`src/rtl/rounding_arbiter_if.sv`:
```
// rounding_arbiter_if: requester, shared-rounder and result signals of rounding_arbiter.
// The master side drives samples, rounder results and downstream ready; the slave side is the arbiter.
interface rounding_arbiter_if #(
   parameter int N_CH = 4,
   parameter int WIDTH_IN = 32,
   parameter int WIDTH_OUT = 16
);
   localparam int CH_W = $clog2(N_CH);
   logic [N_CH-1:0] s_valid;
   logic [N_CH-1:0] s_ready;
   logic [N_CH*WIDTH_IN-1:0] s_data;
   logic rnd_ena;
   logic [WIDTH_IN-1:0] rnd_din;
   logic [WIDTH_OUT-1:0] rnd_dout;
   logic m_valid;
   logic m_ready;
   logic [WIDTH_OUT-1:0] m_data;
   logic [CH_W-1:0] m_chan;
   modport master (
      output s_valid, s_data, rnd_dout, m_ready,
      input s_ready, rnd_ena, rnd_din, m_valid, m_data, m_chan
   );
   modport slave (
      input s_valid, s_data, rnd_dout, m_ready,
      output s_ready, rnd_ena, rnd_din, m_valid, m_data, m_chan
   );
endinterface

```
`src/rtl/rounding_arbiter.sv`:
```
// rounding_arbiter: round-robin sharing of one pipelined rounder among N_CH sample streams.
// Defining ROUNDING_ARBITER_PERF_EN adds saturating transfer and stall counters.
module rounding_arbiter #(
   parameter int N_CH = 4,
   parameter int WIDTH_IN = 32,
   parameter int WIDTH_OUT = 16,
   parameter int RND_LAT = 2
) (
   input logic clk,
   input logic rst_n,
   rounding_arbiter_if.slave bus
`ifdef ROUNDING_ARBITER_PERF_EN
   ,
   output logic [31:0] perf_xfer_cnt,
   output logic [31:0] perf_stall_cnt
`endif
);
   localparam int CH_W = $clog2(N_CH);
   logic adv, any, xfer;
   logic [CH_W-1:0] grant, ptr;
   logic [RND_LAT-1:0] vld;
   logic [CH_W-1:0] chan [RND_LAT];

   assign adv = !bus.m_valid | bus.m_ready;
   assign any = |bus.s_valid;
   assign xfer = adv & rst_n & any;

   // Scan from farthest to nearest so the first valid channel after ptr wins.
   always_comb begin
      grant = '0;
      for (int k = N_CH; k >= 1; k--)
         if (bus.s_valid[(int'(ptr) + k) % N_CH]) grant = CH_W'((int'(ptr) + k) % N_CH);
   end

   assign bus.s_ready = xfer ? {{(N_CH-1){1'b0}}, 1'b1} << grant : '0;
   assign bus.rnd_din = xfer ? bus.s_data[grant*WIDTH_IN +: WIDTH_IN] : '0;
   assign bus.rnd_ena = adv & rst_n;
   assign bus.m_data = bus.rnd_dout;
   assign bus.m_valid = vld[RND_LAT-1];
   assign bus.m_chan = chan[RND_LAT-1];

   // Tags advance in lockstep with the rounder stages, which also freeze on !adv.
   always_ff @(posedge clk) begin
      if (!rst_n) begin
         vld <= '0;
         ptr <= CH_W'(N_CH-1);
         for (int i = 0; i < RND_LAT; i++) chan[i] <= '0;
      end else if (adv) begin
         vld[0] <= xfer;
         chan[0] <= grant;
         for (int i = 1; i < RND_LAT; i++) begin
            vld[i] <= vld[i-1];
            chan[i] <= chan[i-1];
         end
         if (xfer) ptr <= grant;
      end
   end

`ifdef ROUNDING_ARBITER_PERF_EN
   always_ff @(posedge clk) begin
      if (!rst_n) begin
         perf_xfer_cnt <= '0;
         perf_stall_cnt <= '0;
      end else begin
         if (xfer && perf_xfer_cnt != '1) perf_xfer_cnt <= perf_xfer_cnt + 32'd1;
         if (any && !adv && perf_stall_cnt != '1) perf_stall_cnt <= perf_stall_cnt + 32'd1;
      end
   end
`endif
endmodule

```
`src/flat_wrapper.sv`:
```
// flat-port wrapper written by rule: the top's interface ports become plain ports
module rounding_arbiter_flat 
#(
   parameter int N_CH = 4,
   parameter int WIDTH_IN = 32,
   parameter int WIDTH_OUT = 16,
   parameter int RND_LAT = 2
)
  (clk, rst_n, bus_s_valid, bus_s_data, bus_rnd_dout, bus_m_ready, bus_s_ready, bus_rnd_ena, bus_rnd_din, bus_m_valid, bus_m_data, bus_m_chan);
  rounding_arbiter_if #(.N_CH(N_CH), .WIDTH_IN(WIDTH_IN), .WIDTH_OUT(WIDTH_OUT)) bus_i ();
  input logic clk;
  input logic rst_n;
  input wire logic [$bits(bus_i.s_valid)-1:0] bus_s_valid;
  input wire logic [$bits(bus_i.s_data)-1:0] bus_s_data;
  input wire logic [$bits(bus_i.rnd_dout)-1:0] bus_rnd_dout;
  input wire logic [$bits(bus_i.m_ready)-1:0] bus_m_ready;
  output wire logic [$bits(bus_i.s_ready)-1:0] bus_s_ready;
  output wire logic [$bits(bus_i.rnd_ena)-1:0] bus_rnd_ena;
  output wire logic [$bits(bus_i.rnd_din)-1:0] bus_rnd_din;
  output wire logic [$bits(bus_i.m_valid)-1:0] bus_m_valid;
  output wire logic [$bits(bus_i.m_data)-1:0] bus_m_data;
  output wire logic [$bits(bus_i.m_chan)-1:0] bus_m_chan;
  assign bus_i.s_valid = bus_s_valid;
  assign bus_i.s_data = bus_s_data;
  assign bus_i.rnd_dout = bus_rnd_dout;
  assign bus_i.m_ready = bus_m_ready;
  assign bus_s_ready = bus_i.s_ready;
  assign bus_rnd_ena = bus_i.rnd_ena;
  assign bus_rnd_din = bus_i.rnd_din;
  assign bus_m_valid = bus_i.m_valid;
  assign bus_m_data = bus_i.m_data;
  assign bus_m_chan = bus_i.m_chan;
  rounding_arbiter #(.N_CH(N_CH), .WIDTH_IN(WIDTH_IN), .WIDTH_OUT(WIDTH_OUT), .RND_LAT(RND_LAT)) u_core (.clk(clk), .rst_n(rst_n), .bus(bus_i));
endmodule
```
`config.mk`:
```
export PLATFORM = sky130hd
export DESIGN_NAME = rounding_arbiter_flat
export DESIGN_NICKNAME = d
export VERILOG_FILES = /design/src/rtl/rounding_arbiter_if.sv /design/src/rtl/rounding_arbiter.sv /design/src/flat_wrapper.sv
export SDC_FILE = /design/constraint.sdc
export NUM_CORES = 1
export LEC_CHECK = 0
export BUFFER_PORTS_ARGS = -buffer_cell sky130_fd_sc_hd__clkbuf_2
export CORE_AREA = 3 3 78 80
export CTS_CLUSTER_SIZE = 40
export DETAILED_ROUTE_END_ITERATION = 12
export DIE_AREA = 0 0 81 83
export HOLD_SLACK_MARGIN = 0.02
export PLACE_DENSITY = 0.72
export SYNTH_ARGS = -nofsm -noshare
export SYNTH_HDL_FRONTEND = slang
export SYNTH_SLANG_ARGS = --single-unit
```
`constraint.sdc`:
```
create_clock -name clk -period 1.9 [get_ports clk]
set_clock_uncertainty 0.05 [all_clocks]
set_input_delay 0.285 -clock clk [delete_from_list [all_inputs] [get_ports clk]]
set_output_delay 0.285 -clock clk [all_outputs]
set_load 0.01 [all_outputs]
```
# --- After elaboration in Yosys (flattened, before gate mapping) ---
# Memory sizes are Yosys's and may differ from the RTL's.
# Cells that the tools add are included.
totals:
  word_cells: 53
  memories: 1
  regBits: 4
  ram_bits: 4
  inputBits: 151
mem_list:
  columns: ["name", "words", "width", "rd", "rd_clocked_by_memory_dff", "write_ports", "line_no", "source"]
  rows:
  - ["u_core.chan", 2, 2, 2, 0, 2, "rounding_arbiter.sv:22", "logic [CH_W-1:0] chan [RND_LAT];"]
classes:
  shift: 2
  n_reduce_logical: 7
  bitwise_logic: 9
  addsub: 4
  magnitude_cmp: 4
  mux: 24
op_table:
  columns: ["op", "count"]
  rows:
  - ["variable part select 128 x 8 -> 32 bit", 1]
  - ["2-to-1 mux 32 bit", 1]
  - ["< comparator 3 x 4 -> 1 bit (second input constant)", 4]
  - ["2-to-1 mux 1 bit", 12]
  - ["2-to-1 mux 2 bit", 6]
  - ["binary-select mux 1 bit (select 2 bit)", 4]
  - ["OR reduction 2 bit", 4]
  - ["adder 2 x 1 -> 2 bit (second input constant)", 2]
  - ["adder 2 bit (second input constant)", 2]
  - ["bitwise AND 1 bit (first input constant)", 4]
  - ["2-to-1 mux 4 bit", 1]
  - ["OR reduction 4 bit", 1]
  - ["<< shifter 1 x 2 -> 4 bit (first input constant)", 1]
  - ["bitwise OR 1 bit", 3]
  - ["bitwise AND 1 bit", 2]
  - ["AND reduction 2 bit", 1]
  - ["logical NOT 1 bit", 1]

# --- Logic depth before layout (Yosys ltp) ---
depth:
  word_depth: 12
  ltp_mapped: 6

# --- Least setup slack after synthesis ---
# Ideal clock, no wire load.
synth_timing:
  path_kind: "register to output"
  startpoint: "register u_core.vld[1]"
  endpoint: "output port bus_rnd_din[10]"
  path_slack_ns: -0.091
  arrival_ns: 1.656
  path_buffers: 2
  stages_incl_launch_ff: 7
  cell_sequence: "dfxtp_1 > nor2b_1 > nand2b_1 > or4_1 > clkbuf_1 > buf_2 > o22ai_1"
synth_via:
  elab_chain_len: 5
synth_lines:
  columns: ["element", "line_no", "source"]
  rows:
  - ["from (decl)", "rounding_arbiter.sv:21", "logic [RND_LAT-1:0] vld;"]
  - ["from (signal, indexed assignment)", "rounding_arbiter.sv:52", "vld[i] <= vld[i-1];"]
  - ["logical NOT 1 bit", "rounding_arbiter.sv:24", "assign adv = !bus.m_valid | bus.m_ready;"]
  - ["bitwise OR 1 bit", "rounding_arbiter.sv:24", null]
  - ["bitwise AND 1 bit (2 in series)", "rounding_arbiter.sv:26", "assign xfer = adv & rst_n & any;"]
  - ["2-to-1 mux 32 bit", "rounding_arbiter.sv:36", "assign bus.rnd_din = xfer ? bus.s_data[grant*WIDTH_IN +: WIDTH_IN] : '0;"]
  - ["to (decl)", "flat_wrapper.sv:19", "output wire logic [$bits(bus_i.rnd_din)-1:0] bus_rnd_din;"]
# No other way between the ends.

# --- Worst setup path after layout ---
layout_timing:
  startpoint: "register u_core.ptr[1]"
  endpoint: "output port bus_rnd_din[22]"
layout_via:
  elab_chain_len: 10
  word_cells_on_any_way: 22
  cone_classes: "4 x add/sub; 1 x shift; 17 x mux"
layout_lines:
  columns: ["element", "line_no", "source"]
  rows:
  - ["from (decl)", "rounding_arbiter.sv:20", "logic [CH_W-1:0] grant, ptr;"]
  - ["from (signal assigned)", "rounding_arbiter.sv:46", "ptr <= CH_W'(N_CH-1);"]
  - ["from (signal assigned)", "rounding_arbiter.sv:55", "if (xfer) ptr <= grant;"]
  - ["adder 2 x 1 -> 2 bit", "rounding_arbiter.sv:32", "if (bus.s_valid[(int'(ptr) + k) % N_CH]) grant = CH_W'((int'(ptr) + k) % N_CH);"]
  - ["binary-select mux 1 bit (select 2 bit)", "rounding_arbiter.sv:32", null]
  - ["2-to-1 mux 1 bit (not written as such) (2 in series)", "rounding_arbiter.sv:32", null]
  - ["2-to-1 mux 2 bit (3 in series)", "rounding_arbiter.sv:32", null]
  - ["2-to-1 mux 2 bit *", "rounding_arbiter.sv:32", null]
  - ["variable part select 128 x 8 -> 32 bit *", "rounding_arbiter.sv:36", null]
  - ["2-to-1 mux 32 bit *", "rounding_arbiter.sv:36", null]
# Every way passes the cells marked *; elsewhere a longest branch is shown, timed or not. The select of a mux whose other input is x is not followed.

==> reports/metrics.csv <==
metric;value;unit
power_dens_cells;593;mW/mm^2
p_total;2080;uW
routed-via-count;2108;
power.leakage;0.00167;uW
synth.ff_latch_count;8;
drt_first_iter_violations;34;
cts_hold_buf;0;
finalInstanceArea;0.00350;mm^2
place.detailed.hpwl;5120;um
timing.rr.end;u_core.chan[0][0];
final.fill_count;452;
nets;516;
cts-htree-levels;1;
pin_count_of_the_biggest_net_entering_global_routing;18;
slowest_stage;sky130_fd_sc_hd__a311oi_4;
setup.worst_path.start_class;flip-flop;
grt_setup_unrepaired;true;
reg2reg_slack;220;ps
final_period_minus_worst_setup_slack;2300;ps
port-buffer-count;174;
clk_transition_reported_paths;40;ps
diodes;0;
endpoint_kind;primary output;
final_max_slew_viol_count;0;
cp-startpoint;u_core.ptr[1];
pin_count;207;
post-route-period-util;121;%
synthesis.nets;323;
postRouteWirelength;6900;um
async_flop_share;0;%
first_global_vias;2124;
worst_slew_margin_rel;66.0;%
synth_area;0.00150;mm^2
violations;setup timing;
edff_count_synth;4;
maxCapViolCount;0;
cts_max_path_buffers;2;
drt-met1-wl;2340;um
place.gp.congestion;0.806;
cts_num_sinks;8;
placed_cell_area;0.00286;mm^2
finalSetupViolations;36;
minimum_setup_slack_in_the_final_design;-401;ps
timing.hold.worst.class;primary input to flip-flop;
cts-buffers-inserted;3;
dr_wl_met2;3940;um
maximum_fanout_encountered_on_the_critical_timing_path;5;
synth_top_flop_cell;sky130_fd_sc_hd__edfxtp_1;
layout.cells.most_common;sky130_fd_sc_hd__clkbuf_2;
tritoncts_clock_tree;done;
start_util;27.3;%
global_route_usage_over_all_layers;18.9;%
synth.lib_cells_used.distinct;28;
layout-drive-gt1-share;84.3;%
crit_path_max_incr_delay;390;ps
drtPass1Iterations;4;
grt_first_pass_wirelength;10100;um
synth-seq-area-share;13.4;%
detail-route-antenna-nets;0;
rows;27;
grt_antenna_before_repair;0;
met3RoutedLength;581;um
postSynthCellCount;172;
crit_arrival;1970;ps
status;finished with violations;
final_cell_mix;sky130_fd_sc_hd__clkbuf_2 (171), sky130_fd_sc_hd__mux2i_1 (27), sky130_fd_sc_hd__mux2i_4 (22);
maximum_ir_drop_on_the_vdd_rail;0.578;mV
critPathKind;flip-flop to primary output;
fp.dieArea;0.00672;mm^2
postSynthAreaPerCell;8.70;um^2
final-hold-violation-count;0;
crit_path_cell_trace;buf_6 > a311oi_4 > buf_6 > buf_12 > mux2i_2 > o22ai_4 > clkbuf_2;
clock_latency_late_sink;230;ps
core-area;0.00547;mm^2
worst_ep_required_time;1560;ps
most_frequent_cell_on_the_critical_path;sky130_fd_sc_hd__buf_6;
top_signal_layer_used;met4;
syn_to_final_growth;134;%
synth-warning-count;0;
route.detailed.wl_per_inst;15.8;um
clock_tree.root_cell;sky130_fd_sc_hd__clkbuf_8;
chipWidth;81;um
reg_to_reg_start;u_core.ptr[0];
via_per_inst;4.83;
grt_overflow;0;
drt_drc_violations_left;0;
reg2reg_depth;8;
crit_path_end;bus_rnd_din[22];
upper_clock_frequency_limit;435;MHz
chipHeight;83;um
max_slew.worst_pin.slew;507;ps
==> what timing repair did <==
action | in CTS | in global routing
pin swaps | 11 | 3
setup buffers | 9 | 3
gates cloned | 3 | 1
setup endpoints to repair | 36 | 36
resized for setup | 58 | 23
==> final cells by class <==
type	count	area [um^2]	area share [%]
timing repair buffer	220	1430	41.0
inverter	4	18.8	0.537
tap	72	90.1	2.58
multi-input combinational	128	1710	48.8
sequential	8	203	5.80
clock buffer	4	45.0	1.29
==> how the worst min path moves through the flow <==
stage                  start  cells after the start  slack, ps             to
6_report               rst_n                      3        390  u_core.vld[1]
5_1_grt                rst_n                      3        430  u_core.vld[1]
4_1_cts                rst_n                      3        390  u_core.vld[1]
3_5_place_dp   u_core.vld[0]                      1        410  u_core.vld[1]
3_3_place_gp   u_core.vld[0]                      1        400  u_core.vld[1]
2_1_floorplan          rst_n                      1        350  u_core.vld[1]
==> report_power, final <==
group	internal [uW]	switching (uW)
registers	205	11.4
logic	930	709
clock network	146	73.3
total	1280	794
==> synth_stat cells, types with 3 or more instances <==
master                      n  area share (%)
sky130_fd_sc_hd__mux2i_1   64              43
sky130_fd_sc_hd__o22ai_1   32              13
sky130_fd_sc_hd__buf_4     20              10
sky130_fd_sc_hd__nor2_1     6             1.5
sky130_fd_sc_hd__buf_2      5             1.7
sky130_fd_sc_hd__nand2b_1   5             2.1
sky130_fd_sc_hd__clkbuf_1   4             1.0
sky130_fd_sc_hd__dfxtp_1    4             5.4
sky130_fd_sc_hd__edfxtp_1   4             8.0
sky130_fd_sc_hd__buf_6      3             2.3
sky130_fd_sc_hd__nor2b_1    3             1.3
==> metal layers <==
layer	track usage, %	vias to the layer above
met5	0	-
met4	3.23	0
met3	3.36	8
met2	38.5	98
met1	19.3	967
li1	-	1035
==> cells by family after synthesis <==
| group | count (synthesis) | synth area share, % |
|---|---|---|
| multiplexers | 64 | 42.8 |
| flip-flops | 8 | 13.4 |
| AO/OA/AOI/OAI | 41 | 19.5 |
| AND/OR/NAND/NOR | 23 | 8.36 |
| buffers and inverters | 36 | 16.0 |
==> worst max-delay path, delay by kind of cell (launching register included) <==
kind	cells	cell delay, ps
multiplexers	1	300
flip-flops	1	340
AO/OA/AOI/OAI	2	500
buffers and inverters	4	580
==> state kept, by name, indices dropped and copies added (netlist names) <==
signal       count
u_core.chan      4
u_core.ptr       2
u_core.vld       2
==> per-stage QoR <==
| stage | setup slack (ps) | std cells | utilization (%) | hold WS [ps] | TNS, ps |
|---|---|---|---|---|---|
| floorplan | -41.9 | 172 | - | 353 | -415 |
| global placement | -262 | 416 | 52.2 | 400 | -7830 |
| detailed placement | -361 | 416 | 52.2 | 411 | -9410 |
| CTS | -400 | 432 | 61.2 | 395 | -11970 |
| global route | -487 | 436 | 63.9 | 425 | -14950 |
| finish | -401 | 436 | 63.9 | 394 | -11990 |
Note: power is estimated with default switching activity, not from simulation.
